## src/rtl/toggle_pkg.sv

```systemverilog
// Shared types for the toggle request source: FSM state encoding and
// synchroniser depth used on the returning acknowledge level.
package toggle_pkg;

    typedef enum logic {
        IDLE     = 1'b0,
        WAIT_ACK = 1'b1
    } tsrc_state_t;

    // Depth of the flop chain that brings ack_tgl into the clk domain.
    localparam int ACK_SYNC_STAGES = 2;

endpackage : toggle_pkg

```

## src/rtl/toggle_req_src_sync_dff.sv

```systemverilog
// Two-flop level synchroniser for signals arriving from another clock
// domain. Output lags the input by two clk edges.
module sync_dff #(
    parameter int WIDTH = 1
) (
    input  logic             clk,
    input  logic             rst_n,
    input  logic [WIDTH-1:0] d_i,
    output logic [WIDTH-1:0] q_o
);

    logic [WIDTH-1:0] meta_q;
    logic [WIDTH-1:0] sync_q;

    // First flop may go metastable; second flop gives it a full cycle to settle.
    always_ff @(posedge clk) begin
        if (!rst_n) begin
            meta_q <= '0;
            sync_q <= '0;
        end else begin
            meta_q <= d_i;
            sync_q <= meta_q;
        end
    end

    assign q_o = sync_q;

endmodule : sync_dff

```

## src/rtl/toggle_req_src.sv

```systemverilog
// Source end of a two-phase toggle handshake. Each local request pulse
// becomes one toggle of req_tgl; the next toggle waits until the remote
// side echoes the current level back on ack_tgl. Requests arriving while a
// handshake is outstanding are held in a saturating pending counter.
module toggle_req_src #(
    parameter int CNT_W = 4
) (
    input  logic             clk,
    input  logic             rst_n,
    input  logic             pulse_in,
    output logic             req_tgl,
    input  logic             ack_tgl,
    output logic             done_pulse,
    output logic             busy,
    output logic [CNT_W-1:0] pending,
    output logic             overflow
);

    import toggle_pkg::*;

    localparam logic [CNT_W-1:0] PEND_MAX = '1;

    tsrc_state_t      state_q, state_d;
    logic             req_q, req_d;
    logic             done_q, done_d;
    logic             busy_q, busy_d;
    logic             ovf_q, ovf_d;
    logic [CNT_W-1:0] pend_q, pend_d;

    logic ack_s;
    logic launch;
    logic dec;
    logic acc;
    logic dropped;
    logic ack_match;

    sync_dff #(.WIDTH(1)) u_sync_dff (
        .clk   (clk),
        .rst_n (rst_n),
        .d_i   (ack_tgl),
        .q_o   (ack_s)
    );

    // Next-state decode: launch/ack decisions and saturating counter update.
    always_comb begin
        // A launch with an empty counter consumes the incoming pulse directly;
        // otherwise the launch drains one queued request.
        launch    = (state_q == IDLE) && (pulse_in || (pend_q != '0));
        dec       = launch && (pend_q != '0);
        dropped   = pulse_in && (pend_q == PEND_MAX) && !dec;
        acc       = pulse_in && !dropped && !(launch && (pend_q == '0));
        // Acknowledge levels are only meaningful while a handshake is open.
        ack_match = (state_q == WAIT_ACK) && (ack_s == req_q);

        state_d = state_q;
        if (launch) begin
            state_d = WAIT_ACK;
        end else if (ack_match) begin
            state_d = IDLE;
        end

        pend_d = pend_q;
        if (acc && !dec) begin
            pend_d = pend_q + 1'b1;
        end else if (dec && !acc) begin
            pend_d = pend_q - 1'b1;
        end

        req_d  = launch ? ~req_q : req_q;
        done_d = ack_match;
        ovf_d  = dropped;
        busy_d = (state_d == WAIT_ACK) || (pend_d != '0);
    end

    // Single registered FSM: state, counter and every output flop.
    always_ff @(posedge clk) begin
        if (!rst_n) begin
            state_q <= IDLE;
            req_q   <= 1'b0;
            done_q  <= 1'b0;
            busy_q  <= 1'b0;
            ovf_q   <= 1'b0;
            pend_q  <= '0;
        end else begin
            state_q <= state_d;
            req_q   <= req_d;
            done_q  <= done_d;
            busy_q  <= busy_d;
            ovf_q   <= ovf_d;
            pend_q  <= pend_d;
        end
    end

    assign req_tgl    = req_q;
    assign done_pulse = done_q;
    assign busy       = busy_q;
    assign pending    = pend_q;
    assign overflow   = ovf_q;

endmodule : toggle_req_src

```

## config.mk

```make
export PLATFORM = sky130hd
export DESIGN_NAME = toggle_req_src
export DESIGN_NICKNAME = d
export VERILOG_FILES = /design/src/rtl/toggle_pkg.sv /design/src/rtl/toggle_req_src_sync_dff.sv /design/src/rtl/toggle_req_src.sv
export SDC_FILE = /design/constraint.sdc
export NUM_CORES = 1
export LEC_CHECK = 0
export BUFFER_PORTS_ARGS = -buffer_cell sky130_fd_sc_hd__buf_2
export CAP_MARGIN = 20
export CORE_AREA = 4 4 41 43
export CTS_CLUSTER_SIZE = 14
export DETAILED_ROUTE_END_ITERATION = 8
export DIE_AREA = 0 0 45 47
export PLACE_DENSITY = 0.74
export SYNTH_ARGS = -nofsm -noshare
export SYNTH_HDL_FRONTEND = slang
export SYNTH_SLANG_ARGS = --single-unit
```

## constraint.sdc

```tcl
create_clock -name clk -period 2.6 [get_ports clk]
set_input_delay 0.13 -clock clk [delete_from_list [all_inputs] [get_ports clk]]
set_output_delay 0.13 -clock clk [all_outputs]
set_load 0.01 [all_outputs]
```

### Yosys cells after proc, flatten, opt, wreduce, memory -nomap -nowiden

Cells that the tools add are included.

| word-level totals | value |
|---|---|
| output and inout port bits | 8 |
| register bits after elaboration | 11 |

| cells by class | value |
|---|---|
| mux-type cells | 4 |
| add/subtract/negate cells | 2 |
| equal/unequal tests | 2 |
| bitwise logic cells | 2 |
| reductions and logical operators | 19 |

Operator list:

| kind | count |
|---|---|
| $logic_and A1 B1 Y1 | 10 |
| $mux W4 | 2 |
| $reduce_bool A4 Y1 | 2 |
| $add A4 B1 Y4 const B | 1 |
| $eq A4 B4 Y1 const B | 1 |
| $logic_not A1 Y1 | 4 |
| $logic_not A4 Y1 | 1 |
| $sub A4 B1 Y4 const B | 1 |
| $logic_or A1 B1 Y1 | 2 |
| $mux W1 | 2 |
| $not A1 Y1 | 2 |
| $eq A1 B1 Y1 | 1 |

### Longest topological paths before layout

| logic depth | value |
|---|---|
| word-level depth | 15 |
| depth in mapped cells | 7 |
| depth with buffers taken out | 7 |

### By module

A second synthesis with hierarchy kept.

| unflattened totals | value |
|---|---|
| cell total of the unflattened synthesis | 65 |
| area, all modules | 563.0 um2 |

By module, submodules not included:

| module | instances | area an instance (um2) | cells an instance |
|---|---|---|---|
| toggle_req_src | 1 | 510.5 | 61 |
| sync_dff | 1 | 52.6 | 4 |

### Worst setup path after synthesis

OpenSTA, ideal clock, no wires.

| path | value |
|---|---|
| path kind | register to register |
| from | register pend_q[0], in the netlist pending[0] |
| to | register busy_q, in the netlist busy |
| buffers on the path | 0 |
| stages on the path, launching flop included | 7 |
| arrival | 1844 ps |
| clock period less this slack | 1969 ps |
| library setup time | 125 ps |
| path slack | 631 ps |
| cell sequence | dfxtp_1 -> inv_1 -> ha_1 -> nor3b_1 -> o22a_1 -> a221o_1 -> o41a_1 |

| on the way | value |
|---|---|
| cells in the longest elaborated chain, start to end | 15 |

Ends and longest elaborated chain:

| element | RTL line | source |
|---|---|---|
| from (decl) | toggle_req_src.sv:28 | `logic [CNT_W-1:0] pend_q, pend_d;` |
| from (signal assigned) | toggle_req_src.sv:90 | `pend_q <= pend_d;` |
| $reduce_bool A4 Y1 | toggle_req_src.sv:48, toggle_req_src.sv:49 |  |
| $logic_or A1 B1 Y1 | toggle_req_src.sv:48 | `launch = (state_q == IDLE) && (pulse_in \|\| (pend_q != '0));` |
| $logic_and A1 B1 Y1 | toggle_req_src.sv:48 |  |
| $logic_and A1 B1 Y1 | toggle_req_src.sv:49 | `dec = launch && (pend_q != '0);` |
| $logic_not A1 Y1 | toggle_req_src.sv:50, toggle_req_src.sv:63 |  |
| $logic_and A1 B1 Y1 | toggle_req_src.sv:50 | `dropped = pulse_in && (pend_q == PEND_MAX) && !dec;` |
| $logic_not A1 Y1 | toggle_req_src.sv:51 | `acc = pulse_in && !dropped && !(launch && (pend_q == '0));` |
| $logic_and A1 B1 Y1 (2 in a row) | toggle_req_src.sv:51 |  |
| $logic_not A1 Y1 | toggle_req_src.sv:65 | `end else if (dec && !acc) begin` |
| $logic_and A1 B1 Y1 | toggle_req_src.sv:65 |  |
| $mux W4 | toggle_req_src.sv:65 |  |
| $mux W4 | toggle_req_src.sv:63 | `if (acc && !dec) begin` |
| $reduce_bool A4 Y1 | toggle_req_src.sv:72 | `busy_d = (state_d == WAIT_ACK) \|\| (pend_d != '0);` |
| $logic_or A1 B1 Y1 * | toggle_req_src.sv:72 |  |
| to (signal assigned) | toggle_req_src.sv:88 | `busy_q <= busy_d;` |
| to (decl) | toggle_req_src.sv:26 | `logic busy_q, busy_d;` |

Every way passes the cells marked *; elsewhere a longest branch is shown, timed or not.
A chain may end at the register's enable or synchronous reset.

### Worst setup path in the final report

Ends and elaborated chain as after synthesis.

==> results.cfg <==
[final_layout]
stdcell_area_um2 = 661
seq_area_um2 = 220
n_antenna_cell = 0
final_core_util_pct = 50.8
fin_nets = 87
nFillCells = 133
final_cell_mix = dfxtp_1, buf_2, nand2_1, and2_1
drive_gt1_share_pct = 20.3
syn_to_final_growth_pct = 10.9
multi_input_area_um2 = 329

[global_routing]
grt_pass1_vias = 447
grt-ovfl-total = 0
grt_use_met1_pct = 14.3
use_met3_pct = 6.90
antenna_found_initial = 0
grt_max_degree = 12
top_usage_layer = met2
grt_usage_pct = 12.2
grt_first_pass_wirelength_um = 1840
grt_util_met2_pct = 19.5

[sta]
period_share_pct = 77.6
period_needed_ps = 2020
timing.final.ws_setup_ps = 583
max_freq_mhz = 496
grt_setup_unrepaired = false
tightest_slew_ps = 334
finalClockSkew_ps = 2.40
fin_setup_tns_ps = 0
finalHoldViolCount = 0
drv_slew = 0
relSlewSlack_pct = 77.7
setup_viol = 0

[floorplan]
io_pins = 12
initial_core_util_pct = 45.8
die_h_um = 47
fp.dieArea_um2 = 2120
dieWidth_um = 45
rows = 13
coreArea_um2 = 1300

[synthesis]
synth_top_family_by_area = simple AND/OR/NAND/NOR gates
syn-num-nets = 76
synth_warnings = 0
synth_area_um2 = 596
synth_cell_types = 26
synthCells = 69
synth_adder_area_share_pct = 6.30
ys_ff_latch = 11
synthSimpleGateAreaFrac_pct = 27.3
synth_xor_area_share_pct = 7.35
synth.area.mux_share_pct = 0
ys_seq_area_share_pct = 37.0
syn_area_per_cell_um2 = 8.63
synth_compound_area_share_pct = 14.3

[clock_network]
clk_path_buf_depth = 2
cts_tree = yes
cts.sinks = 11
clock_tree.htree_level_count = 1
cts_root_buf = clkbuf_4
holdBufCountCts = 0
cts_inserted_buffers = 3
postCtsSetupRepairBufs = 0
clk_latency_ps = 260
cts.clk_slew.worst_paths_ps = 60
cts_resized = 0

[routing]
wirelength_um = 1120
dr.pass1.iters = 4
via_per_inst = 5.24
ant_nets = 0
routedWlPerCell_um = 11.9
drtIter0Drc = 6
drc = 0
dr_total_vias = 493

[placed_design]
place_area_um2 = 634
io_buffers = 11
place_congestion = 0.970
pre_cts_ws_ps = 597
dp_hpwl_um = 875

[worst_setup_path]
critPathMaxStageDelay_ps = 430
critPathSlowestCell = dfxtp_1
worst-path-stages = 6
required_ps = 2740
endpoint_kind = register
crit_end = busy
cp_cell_sequence = inv_1 > ha_1 > nor3b_1 > o22a_1 > a221o_1 > o41a_1
crit_path_start = pending[0]
crit_family = compound AO/OA/AOI/OAI gates
worst_r2r_path_depth = 6
path_class = reg2reg
crit_arrival_ps = 2160
path_max_fanout = 7
rr_endpoint = busy
start_kind = register
r2r-start = pending[0]
worst-path-buf-inv = 1
r2r_slack_ps = 580

[hold_path]
hp-class = in2reg
hold_start = ack_tgl

[pwr]
leakage_nw = 0.291
p_total_mw = 0.751
power.density_nw_per_um2 = 1140
irDropWorstVdd_mv = 0.646

[outcome]
status = complete, no violations

[flow_run]
maxCapViolations = 0
-- power by group --
part | internal, mW | switching (mW) | leakage, nW | total (mW)
logic | 0.175 | 0.183 | 0.185 | 0.358
clock network | 0.0592 | 0.0496 | 0.0150 | 0.109
registers | 0.217 | 0.0668 | 0.0907 | 0.284
-- worst register-to-register path, delay by kind of cell (launching register included) --
| kind | cells | cell delay, ps |
|---|---|---|
| AND/OR/NAND/NOR | 1 | 160 |
| AO/OA/AOI/OAI | 3 | 960 |
| adder cells (fa/ha/maj) | 1 | 230 |
| flip-flops | 1 | 430 |
| buffers and inverters | 1 | 120 |
-- final cells by class --
cell class | instances | area share [%]
repair buffers | 11 | 8.33
clock buffers | 4 | 3.98
multi-input cells | 50 | 49.8
well taps | 15 | 2.84
flip-flops and latches | 11 | 33.3
inverters | 3 | 1.70
-- routing by layer --
| layer | part of all wire, % | vias to the layer above | wire (µm) |
|---|---|---|---|
| met1 | 46 | 222 | 512 |
| met2 | 48 | 13 | 538 |
| met5 | 0 | - | 0 |
| li1 | - | 256 | - |
| met4 | 0.80 | 0 | 9 |
| met3 | 5.5 | 2 | 62 |
-- synthesized netlist by cell type --
cell	count	share of area [%]
dfxtp_1	11	37
and2_1	6	6.3
nand2_1	6	3.8
nand3_1	4	3.4
nor2_1	4	2.5
xnor2_1	4	5.9
a21oi_1	3	2.5
ha_1	3	6.3
inv_1	3	1.9
nor3_1	3	2.5
a211oi_1	2	2.5
and3_1	2	2.1
buf_6	2	3.8
clkbuf_1	2	1.3
nor3b_1	2	2.5
o21ai_0	2	1.7
a221o_1	1	1.7
a31oi_1	1	1.1
a32oi_1	1	1.5
and2_2	1	1.3
buf_2	1	0.84
nand2b_1	1	1.1
o22a_1	1	1.5
o41a_1	1	1.9
or3b_4	1	1.9
xor2_1	1	1.5
-- metrics by stage --
| step | hold WS [ps] | cells |
|---|---|---|
| floorplan | 257 | 69 |
| global placement | 337 | 90 |
| detailed placement | 345 | 90 |
| CTS | 72.6 | 94 |
| global route | 97.1 | 94 |
| finish | 82.8 | 94 |
-- worst min path at each step --
stage                        end  cells after the start  slack, ps
2_1_floorplan  u_sync_dff.meta_q                      1        260
3_3_place_gp   u_sync_dff.meta_q                      2        340
3_5_place_dp   u_sync_dff.meta_q                      2        350
4_1_cts        u_sync_dff.meta_q                      2         70
5_1_grt        u_sync_dff.meta_q                      2        100
6_report       u_sync_dff.meta_q                      2         80
-- sequential cells by signal, summed over array words and instances, names as in the netlist --
name               cells
overflow               1
busy                   1
u_sync_dff.meta_q      1
pending                4
req_tgl                1
done_pulse             1
u_sync_dff.q_o         1
state_q                1
-- cells by family after synthesis --
family | after synthesis
xor gates and xnor gates | 5
AOI/OAI and AO/OA | 12
and+or+nand+nor | 30
DFF | 11
adders and majority gates | 3
buffers and inverters | 8
(Power assumes the default switching activity.)
